File: config.mk
export PLATFORM = sky130hd
export DESIGN_NAME = mem_port_arbiter_flat
export DESIGN_NICKNAME = d
export VERILOG_FILES = /design/src/rtl/mem_port_arbiter_pkg.sv /design/src/rtl/mem_port_arbiter_if.sv /design/src/rtl/mem_port_arbiter_rr_pick2.sv /design/src/rtl/mem_port_arbiter.sv /design/src/flat_wrapper.sv
export SDC_FILE = /design/constraint.sdc
export NUM_CORES = 1
export LEC_CHECK = 0
export CORE_ASPECT_RATIO = 1.5
export CORE_MARGIN = 3
export CORE_UTILIZATION = 40
export DETAILED_ROUTE_END_ITERATION = 6
export DONT_BUFFER_PORTS = 1
export PLACE_DENSITY = 0.62
export SKIP_CTS_REPAIR_TIMING = 1
export SLEW_MARGIN = 25
export SYNTH_ARGS = -nofsm -noshare
export SYNTH_HDL_FRONTEND = slang
export SYNTH_HIERARCHICAL = 1
export SYNTH_SLANG_ARGS = --single-unit
File: constraint.sdc
create_clock -name clk -period 1.7 [get_ports clk]
set_clock_uncertainty 0.05 [all_clocks]
set_input_delay 0.51 -clock clk [delete_from_list [all_inputs] [get_ports clk]]
set_output_delay 0.51 -clock clk [all_outputs]
set_load 0.1 [all_outputs]
File: src/rtl/mem_port_arbiter_pkg.sv
// Shared types and constants for the CPU/DMA memory-port arbiter.
//   arb_state_t : arbiter FSM states (IDLE -> ACCESS -> DONE -> IDLE)
//   req_id_t    : requester identity, also the bit index into the req vector
//   MEM_LAT_MAX : largest legal access latency (fits the 4-bit cycle counter)
package mem_arb_pkg;

  typedef enum logic [1:0] {
    IDLE   = 2'd0,
    ACCESS = 2'd1,
    DONE   = 2'd2
  } arb_state_t;

  typedef enum logic {
    REQ_CPU = 1'b0,
    REQ_DMA = 1'b1
  } req_id_t;

  localparam int unsigned MEM_LAT_MAX = 15;
  localparam int          CNT_W       = 4;

endpackage

File: src/rtl/mem_port_arbiter_if.sv
// Bus bundle between the arbiter, its two requesters and the memory array.
//   cpu_* / dma_* : request side (req/we/addr/wdata in, rdata/ready out)
//   mem_*         : memory side (en/we/addr/wdata out, rdata in)
//   busy, gnt_dma : arbiter status
// Modports:
//   slave  - the arbiter itself
//   master - the environment (requesters + memory)
interface mem_port_arbiter_if #(
  parameter int unsigned AW = 32,
  parameter int unsigned DW = 32
) ();

  logic          cpu_req;
  logic          cpu_we;
  logic [AW-1:0] cpu_addr;
  logic [DW-1:0] cpu_wdata;
  logic [DW-1:0] cpu_rdata;
  logic          cpu_ready;

  logic          dma_req;
  logic          dma_we;
  logic [AW-1:0] dma_addr;
  logic [DW-1:0] dma_wdata;
  logic [DW-1:0] dma_rdata;
  logic          dma_ready;

  logic          mem_en;
  logic          mem_we;
  logic [AW-1:0] mem_addr;
  logic [DW-1:0] mem_wdata;
  logic [DW-1:0] mem_rdata;

  logic          busy;
  logic          gnt_dma;

  modport slave (
    input  cpu_req, cpu_we, cpu_addr, cpu_wdata,
    output cpu_rdata, cpu_ready,
    input  dma_req, dma_we, dma_addr, dma_wdata,
    output dma_rdata, dma_ready,
    output mem_en, mem_we, mem_addr, mem_wdata,
    input  mem_rdata,
    output busy, gnt_dma
  );

  modport master (
    output cpu_req, cpu_we, cpu_addr, cpu_wdata,
    input  cpu_rdata, cpu_ready,
    output dma_req, dma_we, dma_addr, dma_wdata,
    input  dma_rdata, dma_ready,
    input  mem_en, mem_we, mem_addr, mem_wdata,
    output mem_rdata,
    input  busy, gnt_dma
  );

endinterface

File: src/rtl/mem_port_arbiter_rr_pick2.sv
// Combinational two-way round-robin picker.
//   req[1:0]  : request vector, bit index = req_id_t (0 = CPU, 1 = DMA)
//   last      : requester granted most recently
//   gnt_valid : at least one request present
//   gnt_id    : winner; the sole requester, or on a tie the one that is not 'last'
module rr_pick2
  import mem_arb_pkg::*;
(
  input  logic [1:0] req,
  input  req_id_t    last,
  output logic       gnt_valid,
  output req_id_t    gnt_id
);

  always_comb begin
    gnt_valid = |req;
    gnt_id    = REQ_CPU;
    unique case (req)
      2'b01:   gnt_id = REQ_CPU;
      2'b10:   gnt_id = REQ_DMA;
      2'b11:   gnt_id = (last == REQ_CPU) ? REQ_DMA : REQ_CPU;
      default: gnt_id = REQ_CPU;
    endcase
  end

endmodule

File: src/rtl/mem_port_arbiter.sv
// Shares the single-ported unified instruction/data memory between the
// multicycle CPU and the DMA/loader port. Fixed-latency accesses, round-robin
// between the two requesters with the first tie after reset going to the CPU.
// Ports:
//   clk  : clock, rising edge
//   rst  : synchronous active-high reset; aborts any access in flight
//   bus  : mem_port_arbiter_if.slave (cpu_*, dma_*, mem_*, busy, gnt_dma)
// Parameters:
//   AW, DW  : address / data width (must match the interface instance)
//   MEM_LAT : cycles mem_en is held per access, 1..15
module mem_port_arbiter
  import mem_arb_pkg::*;
#(
  parameter int unsigned AW      = 32,
  parameter int unsigned DW      = 32,
  parameter int unsigned MEM_LAT = 2
) (
  input  logic                 clk,
  input  logic                 rst,
  mem_port_arbiter_if.slave    bus
);

  // Counter value of the final ACCESS cycle; out-of-range latencies are
  // clamped into the legal 1..MEM_LAT_MAX window.
  localparam int unsigned LAT_EFF =
    (MEM_LAT < 1) ? 1 : ((MEM_LAT > MEM_LAT_MAX) ? MEM_LAT_MAX : MEM_LAT);
  localparam logic [CNT_W-1:0] LAST_CNT = CNT_W'(LAT_EFF - 1);

  arb_state_t       state;
  logic [CNT_W-1:0] cnt;
  req_id_t          winner;
  req_id_t          last_grant;
  logic             we_q;

  logic             pick_valid;
  req_id_t          pick_id;
  logic             sel_we;
  logic [AW-1:0]    sel_addr;
  logic [DW-1:0]    sel_wdata;

  rr_pick2 u_pick (
    .req       ({bus.dma_req, bus.cpu_req}),
    .last      (last_grant),
    .gnt_valid (pick_valid),
    .gnt_id    (pick_id)
  );

  always_comb begin
    sel_we    = bus.cpu_we;
    sel_addr  = bus.cpu_addr;
    sel_wdata = bus.cpu_wdata;
    if (pick_id == REQ_DMA) begin
      sel_we    = bus.dma_we;
      sel_addr  = bus.dma_addr;
      sel_wdata = bus.dma_wdata;
    end
  end

  // The registered mem_we/mem_addr/mem_wdata outputs double as the latched
  // request copy, so requester inputs are ignored once the grant is taken.
  always_ff @(posedge clk) begin
    if (rst) begin
      state         <= IDLE;
      cnt           <= '0;
      winner        <= REQ_CPU;
      last_grant    <= REQ_DMA;
      we_q          <= 1'b0;
      bus.mem_en    <= 1'b0;
      bus.mem_we    <= 1'b0;
      bus.mem_addr  <= '0;
      bus.mem_wdata <= '0;
      bus.cpu_ready <= 1'b0;
      bus.cpu_rdata <= '0;
      bus.dma_ready <= 1'b0;
      bus.dma_rdata <= '0;
      bus.busy      <= 1'b0;
      bus.gnt_dma   <= 1'b0;
    end else begin
      unique case (state)
        IDLE: begin
          if (pick_valid) begin
            winner        <= pick_id;
            we_q          <= sel_we;
            cnt           <= '0;
            bus.mem_en    <= 1'b1;
            bus.mem_we    <= sel_we;
            bus.mem_addr  <= sel_addr;
            bus.mem_wdata <= sel_wdata;
            bus.busy      <= 1'b1;
            bus.gnt_dma   <= (pick_id == REQ_DMA);
            state         <= ACCESS;
          end
        end

        ACCESS: begin
          if (cnt == LAST_CNT) begin
            // mem_rdata is valid only in this final ACCESS cycle.
            last_grant    <= winner;
            bus.mem_en    <= 1'b0;
            bus.mem_we    <= 1'b0;
            bus.mem_addr  <= '0;
            bus.mem_wdata <= '0;
            if (winner == REQ_CPU) begin
              bus.cpu_ready <= 1'b1;
              bus.cpu_rdata <= we_q ? '0 : bus.mem_rdata;
            end else begin
              bus.dma_ready <= 1'b1;
              bus.dma_rdata <= we_q ? '0 : bus.mem_rdata;
            end
            state <= DONE;
          end else begin
            cnt <= cnt + 1'b1;
          end
        end

        DONE: begin
          // No arbitration here: a request still high now is picked up in IDLE.
          bus.cpu_ready <= 1'b0;
          bus.cpu_rdata <= '0;
          bus.dma_ready <= 1'b0;
          bus.dma_rdata <= '0;
          bus.busy      <= 1'b0;
          state         <= IDLE;
        end

        default: state <= IDLE;
      endcase
    end
  end

endmodule

File: src/flat_wrapper.sv
// flat-port wrapper written by rule: the top's interface ports become plain ports
module mem_port_arbiter_flat import mem_arb_pkg::*;
#(
  parameter int unsigned AW      = 32,
  parameter int unsigned DW      = 32,
  parameter int unsigned MEM_LAT = 2
)
  (clk, rst, bus_cpu_req, bus_cpu_we, bus_cpu_addr, bus_cpu_wdata, bus_cpu_rdata, bus_cpu_ready, bus_dma_req, bus_dma_we, bus_dma_addr, bus_dma_wdata, bus_dma_rdata, bus_dma_ready, bus_mem_en, bus_mem_we, bus_mem_addr, bus_mem_wdata, bus_mem_rdata, bus_busy, bus_gnt_dma);
  mem_port_arbiter_if #(.AW(AW), .DW(DW)) bus_i ();
  input  logic clk;
  input  logic rst;
  input wire logic [$bits(bus_i.cpu_req)-1:0] bus_cpu_req;
  input wire logic [$bits(bus_i.cpu_we)-1:0] bus_cpu_we;
  input wire logic [$bits(bus_i.cpu_addr)-1:0] bus_cpu_addr;
  input wire logic [$bits(bus_i.cpu_wdata)-1:0] bus_cpu_wdata;
  output wire logic [$bits(bus_i.cpu_rdata)-1:0] bus_cpu_rdata;
  output wire logic [$bits(bus_i.cpu_ready)-1:0] bus_cpu_ready;
  input wire logic [$bits(bus_i.dma_req)-1:0] bus_dma_req;
  input wire logic [$bits(bus_i.dma_we)-1:0] bus_dma_we;
  input wire logic [$bits(bus_i.dma_addr)-1:0] bus_dma_addr;
  input wire logic [$bits(bus_i.dma_wdata)-1:0] bus_dma_wdata;
  output wire logic [$bits(bus_i.dma_rdata)-1:0] bus_dma_rdata;
  output wire logic [$bits(bus_i.dma_ready)-1:0] bus_dma_ready;
  output wire logic [$bits(bus_i.mem_en)-1:0] bus_mem_en;
  output wire logic [$bits(bus_i.mem_we)-1:0] bus_mem_we;
  output wire logic [$bits(bus_i.mem_addr)-1:0] bus_mem_addr;
  output wire logic [$bits(bus_i.mem_wdata)-1:0] bus_mem_wdata;
  input wire logic [$bits(bus_i.mem_rdata)-1:0] bus_mem_rdata;
  output wire logic [$bits(bus_i.busy)-1:0] bus_busy;
  output wire logic [$bits(bus_i.gnt_dma)-1:0] bus_gnt_dma;
  assign bus_i.cpu_req = bus_cpu_req;
  assign bus_i.cpu_we = bus_cpu_we;
  assign bus_i.cpu_addr = bus_cpu_addr;
  assign bus_i.cpu_wdata = bus_cpu_wdata;
  assign bus_cpu_rdata = bus_i.cpu_rdata;
  assign bus_cpu_ready = bus_i.cpu_ready;
  assign bus_i.dma_req = bus_dma_req;
  assign bus_i.dma_we = bus_dma_we;
  assign bus_i.dma_addr = bus_dma_addr;
  assign bus_i.dma_wdata = bus_dma_wdata;
  assign bus_dma_rdata = bus_i.dma_rdata;
  assign bus_dma_ready = bus_i.dma_ready;
  assign bus_mem_en = bus_i.mem_en;
  assign bus_mem_we = bus_i.mem_we;
  assign bus_mem_addr = bus_i.mem_addr;
  assign bus_mem_wdata = bus_i.mem_wdata;
  assign bus_i.mem_rdata = bus_mem_rdata;
  assign bus_busy = bus_i.busy;
  assign bus_gnt_dma = bus_i.gnt_dma;
  mem_port_arbiter #(.AW(AW), .DW(DW), .MEM_LAT(MEM_LAT)) u_core (.clk(clk), .rst(rst), .bus(bus_i));
endmodule
==> results of run 1 <==
-- cells in the final DEF (no fill, tap or decap), types with 3 or more instances in the layout --
cell and n:
buf_4 142, dfxtp_1 140, mux2i_1 131, nand3_1 67
o2bb2ai_2 48, nand4b_1 33, clkbuf_16 21, o2bb2ai_1 17
buf_12 14, buf_6 6, inv_6 5, a21oi_1 5
clkinvlp_4 4, clkinv_4 3, o21ai_0 3, nor2_1 3
nand2_1 3
-- cells by family after synthesis --
| family | count (synthesis) |
|---|---|
| AOI/OAI and AO/OA | 82 |
| adders and majority gates | 2 |
| buffers and inverters | 60 |
| DFF | 142 |
| muxes | 131 |
| and+or+nand+nor | 123 |
-- power by group --
part           switching (W)  internal (W)
Sequential         0.0000794       0.00352
Clock                0.00150       0.00193
Combinational        0.00194      0.000687
-- per-stage QoR --
stage          setup WS (ns)  setup TNS [ns]  cell area (sq um)
2_1_floorplan        -0.0259          -0.920               6300
3_3_place_gp         -0.0618           -2.71               7560
3_5_place_dp         -0.0992           -6.00               7560
4_1_cts              -0.0984           -6.88               8110
5_1_grt              -0.0475           -1.12               8350
6_report             0.00666               0               8350
-- routing by layer --
layer,vias to the layer above,share of wire,global-route usage
met5,-,0,0
li1,2297,-,-
met4,0,0.013,0.0540
met3,16,0.087,0.0578
met1,2324,0.39,0.221
met2,251,0.51,0.331
-- registers in the layout, indices dropped and copies added (netlist names), 2 cells and up --
register	count
u_core/bus.mem_addr	32
u_core/bus.mem_wdata	32
u_core/bus.cpu_rdata	32
u_core/bus.dma_rdata	32
u_core/state	2
u_core/cnt	4
-- synth_stat cells --
master	n
o211a_1	1
nor2b_1	1
o31ai_2	1
or2_1	1
o2bb2ai_2	40
mux2i_1	131
o21bai_1	1
inv_2	1
buf_12	3
nand3b_1	1
or3b_2	1
a31o_2	1
and2b_1	2
buf_6	10
nor3_1	2
buf_2	16
nor2_1	3
nand2_1	4
a2111oi_0	2
buf_4	2
nand3_1	68
a31oi_1	1
nor3b_4	1
a211oi_1	1
a21boi_1	1
o21ai_0	3
and4bb_4	1
clkbuf_1	22
nand2b_1	2
a21oi_1	5
or3_1	1
nand4b_1	33
inv_1	2
o2bb2ai_1	25
ha_1	2
dfxtp_1	142
nand4bb_4	1
buf_1	4
or3b_1	1
-- worst reg2reg max path: stages (launching register included) --
cell,delay [ns]
dfxtp_2,0.34
inv_2,0.05
ha_4,0.17
and4bb_4,0.24
o31ai_4,0.30
buf_6,0.21
buf_12,0.15
o2bb2ai_1,0.13
-- area by class of cell --
class | count | area, sq um | share of cell area
Clock inverter | 13 | 105 | 0.0126
Timing Repair Buffer | 166 | 1510 | 0.181
Sequential cell | 142 | 2850 | 0.341
Inverter | 3 | 11.3 | 0.00135
Tap cell | 199 | 249 | 0.0298
Multi-Input combinational cell | 338 | 3180 | 0.381
Clock buffer | 19 | 443 | 0.0530
-- worst min-delay path by stage --
stage,to,slack (ns)
floorplan,u_core/last_grant,0.41
global placement,u_core/bus.cpu_ready,0.39
detailed placement,u_core/bus.cpu_ready,0.40
CTS,u_core/cnt[3],0.10
global route,u_core/cnt[3],0.1
finish,u_core/cnt[3],0.12
==> out/results.ini, run 1 <==
[floorplanning]
die_area_sq_um = 17300
core_sq_um = 15300
io_pins = 300
start_util = 0.412
num_rows = 55
die_x_um = 108
die_h_um = 160

[clock_tree]
tritoncts = yes
htree_num_levels = 4
clock_latency_ns = 0.40
root_buffer = clkbuf_16
clock_sinks = 142
clkTransAtPathRegs_ns = 0.06
numCtsBuffers = 17
clk_path_buf_depth = 2

[setup_path]
critPathKind = flip-flop to flip-flop
max_stage_delay_ns = 0.34
path_cells = inv_2 > ha_4 > and4bb_4 > o31ai_4 > buf_6 > buf_12 > o2bb2ai_1
path_buf_inv = 3
end_kind = flip-flop
critical_path_depth = 7
cp_slowest_cell = dfxtp_2
endpoint = u_core/bus.mem_wdata[14]
r2r_start = u_core/cnt[1]
r2r_end = u_core/bus.mem_wdata[14]
startpoint_type = flip-flop
r2r_cells = 7
critPathTopFamily = buffers and inverters
crit_start = u_core/cnt[1]
cp_max_fo = 11
r2r_slack_ns = 0.007
worstPathArrival_ns = 1.98
required_ns = 1.99

[placement]
dp.cells = 839
portBuffers = 0
gp_congestion = 0.784
hpwlAfterDp_um = 12600

[pwr]
powerDensity_nw_per_um2 = 1160
p_leak_nw = 3.71
power_w = 0.00965
vdd_drop_max_mv = 0.775

[synthesis]
yosysSeqAreaShare = 0.452
synth_cells = 540
synth_top_area_share = 0.452
synth_fa_ha_area_frac = 0.00398
synth_fp_nets = 708
synth_top_area_cell = dfxtp_1
netlist_top_cells_area = dfxtp_1 (45%), mux2i_1 (21%), o2bb2ai_2 (9.5%)
yosysUniqueCellTypes = 39
synth_seq_cells = 142
syn_avg_cell_area_sq_um = 11.7
synth_compound_area_frac = 0.149
synth_top_family_by_area = multiplexers
synth.area.mux_share = 0.208
yosys_warnings = 6
synth_xor_xnor_area_share = 0
syn-cell-area_sq_um = 6290
synthSimpleGateAreaFrac = 0.127

[worst_hold_path]
hp-class = input pin to flip-flop
worstHoldStart = rst
hold_depth = 1

[global_route]
grt_max_degree = 55
antenna_found_initial = 0
grt_pass1_wl_um = 26000
grt_overflow = 0
track_usage = 0.189
grt_pass1_vias = 4925

[final_layout]
nFillCells = 1359
drive_above_1_share = 0.385
final_cells = 880
nets = 836
synthToLayoutAreaGrowth_pct = 32.7
fin_util = 0.547
antenna_cells = 0

[sta]
finalCritPeriodShare = 0.996
slew_headroom = 0.703
setup_viol = 0
rsz0062_at_grt = true
worst_hold_slack_ns = 0.118
worst_pin_slew_ns = 0.446
maxSlewViolCount = 0
period_minus_slack_ns = 1.69
fmax_ghz = 0.591
hold_violations = 0

[route]
via_count = 4888
drt_iter0_drc = 312
antenna_left = 0
finalWirelength_um = 18200
viasPerCell = 5.55
drc = 0
drtPass1Iterations = 6
routedWlPerCell_um = 20.6

[flow_run]
maxCapViolCount = 0

[status]
status = complete, no violations

Power figures use the tool's default switching activity.
==> run 2, diff against run 1 <==
--- a/config.mk
+++ b/config.mk
@@ -5,6 +5,7 @@
 export SDC_FILE = /design/constraint.sdc
 export NUM_CORES = 1
 export LEC_CHECK = 0
+export ABC_CLOCK_PERIOD_IN_PS = 1700
 export CORE_ASPECT_RATIO = 1.5
 export CORE_MARGIN = 3
 export CORE_UTILIZATION = 40
==> results of run 2 <==
Final layout, timing and power as in run 1 (identical DEF).
==> run 3, diff against run 2 <==
--- a/config.mk
+++ b/config.mk
@@ -6,7 +6,6 @@
 export NUM_CORES = 1
 export LEC_CHECK = 0
 export ABC_CLOCK_PERIOD_IN_PS = 1700
-export CORE_ASPECT_RATIO = 1.5
 export CORE_MARGIN = 3
 export CORE_UTILIZATION = 40
 export DETAILED_ROUTE_END_ITERATION = 6
==> run 3 against run 2 <==
Against the previous run:
- die area decreased by 0.18%
- flip-flop and latch count unchanged
- non-clock buffer count increased by 10
- critical endpoint is now bus_mem_wdata[26]
- fmax increased by 2.5%
- highest routed layer unchanged
- register-to-register slack improved by 0.07 ns
- via count decreased by 1.3%
- utilization decreased by 0.49 points
- critical path depth decreased by 6
- worst hold slack got worse by 0.0036 ns
- final cell count increased by 2.5%
- combinational power decreased by 3%
- total power about the same
==> out/results.ini, run 3 (synthesis gave the netlist of run 1 again) <==
[floorplanning]
num_rows = 45  ; -18%
die_x_um = 131  ; +21%
die_h_um = 131  ; -18%
start_util = 0.411  ; -0.00101
io_pins = 300  ; unchanged
core_sq_um = 15300  ; +0.25%
die_area_sq_um = 17300  ; -0.18%

[setup_path]
max_stage_delay_ns = 0.37  ; +0.03 ns
startpoint_type = flip-flop
critPathKind = flip-flop to primary output
end_kind = primary output
required_ns = 1.14  ; -0.85 ns
critPathTopFamily = flip-flops
cp_max_fo = 2  ; -9
worstPathArrival_ns = 1.09  ; -0.89 ns
path_cells = buf_4
cp_slowest_cell = dfxtp_1
path_buf_inv = 1  ; -2

[route]
via_count = 4824  ; -1.3%
viasPerCell = 5.35  ; -3.7%
finalWirelength_um = 17200  ; -5.3%
antenna_left = 0  ; unchanged
drt_iter0_drc = 234  ; -25%
drc = 0  ; unchanged
routedWlPerCell_um = 19.1  ; -7.6%
drtPass1Iterations = 5  ; -1

[flow_run]
maxCapViolCount = 0  ; unchanged

[sta]
rsz0062_at_grt = false
worst_pin_slew_ns = 0.398  ; -0.0476 ns
period_minus_slack_ns = 1.65  ; -0.0415 ns
slew_headroom = 0.728  ; +0.0253
finalCritPeriodShare = 0.972  ; -0.0244
fmax_ghz = 0.605  ; +2.5%
maxSlewViolCount = 0  ; unchanged
hold_violations = 0  ; unchanged
setup_viol = 0  ; unchanged

[final_layout]
final_cell_mix = buf_4 (164), dfxtp_1 (138), mux2i_1 (130), nand3_1 (67), o2bb2ai_2 (40)
multi_input_area_sq_um = 3140  ; -1.5%
nets = 846  ; +1.2%
antenna_cells = 0  ; unchanged
drive_above_1_share = 0.385  ; about the same
final_area_sq_um = 8300  ; -0.64%
ff_latch_area_sq_um = 2850  ; about the same
nFillCells = 1335  ; -1.8%
layout_commonest_cell = buf_4
synthToLayoutAreaGrowth_pct = 31.9
final_cells = 902  ; +2.5%

[global_route]
track_usage = 0.192  ; +0.00219
grt_pass1_wl_um = 26900  ; +3.2%
grt_overflow = 0  ; unchanged
antenna_found_initial = 0  ; unchanged
grt_max_degree = 75  ; +36%
grt_pass1_vias = 4954  ; +0.59%

[worst_hold_path]
hp-class = input pin to flip-flop

[clock_tree]
numCtsBuffers = 17  ; unchanged
clock_latency_ns = 0.41  ; about the same
clock_sinks = 142  ; unchanged
htree_num_levels = 4  ; unchanged
tritoncts = yes
clk_path_buf_depth = 2  ; unchanged
root_buffer = clkbuf_16
clkTransAtPathRegs_ns = 0.06  ; about the same

[status]
status = complete, no violations

[placement]
gp_congestion = 0.808  ; +3.1%
portBuffers = 0  ; unchanged
placed_area_sq_um = 7690  ; +1.7%
hpwlAfterDp_um = 12700  ; +1.4%
dp.cells = 869  ; +3.6%

[pwr]
p_leak_nw = 3.71  ; about the same
vdd_drop_max_mv = 0.622  ; -20%
powerDensity_nw_per_um2 = 1160  ; +0.67%

run 3: cell count changes in the layout (fill, tap and decap cells not counted), sizes merged:
cell	change
buf	+13
bufinv	+1
clkinv	+2
clkinvlp	-2
inv	-4
run 3: power by group:
| part | switching [W] | internal [W] |
|---|---|---|
| Combinational | 0.00189 | 0.000657 |
| Clock | 0.00138 | 0.00212 |
| Sequential | 0.0000807 | 0.00352 |
| Total | 0.00336 | 0.00630 |
run 3: cell type report:
cell class	instances	share of cell area
Multi-Input combinational cell	338	0.378
Sequential cell	142	0.343
Timing Repair Buffer	176	0.178
Clock buffer	22	0.0571
Tap cell	211	0.0318
Clock inverter	10	0.0106
Inverter	3	0.00136
run 3: per-stage QoR:
stage	setup TNS (ns)	total power [W]	util	hold slack (ns)	worst slack, ns
floorplan	-0.920	0.00566	-	0.415	-0.0259
global placement	-0.862	0.00617	0.502	0.399	-0.0309
detailed placement	-3.77	0.00621	0.502	0.393	-0.0754
CTS	-2.12	0.00975	0.539	0.0905	-0.0631
global route	0	0.0100	0.542	0.0843	0.00927
finish	0	0.00966	0.542	0.114	0.0481
run 3: worst paths after layout:
kind / startpoint / endpoint / slack, ns / depth (start not counted)
worst max-delay path: u_core/bus.mem_wdata[26] / bus_mem_wdata[26] / 0.05 / 1
worst min-delay path: rst / u_core/winner / 0.11 / 1
worst max register to register: u_core/cnt[1] / u_core/bus.mem_addr[31] / 0.08 / 7
worst min register to register: u_core/bus.cpu_ready / u_core/bus.cpu_ready / 0.40 / 2
run 3: routing by layer:
layer	wire length, um	global-route usage	up-vias	part of all wire
li1	-	-	2314	-
met1	7080	0.224	2281	0.41
met2	8650	0.337	215	0.50
met3	1310	0.0678	14	0.076
met4	167	0.0438	0	0.0097
met5	0	0	-	0
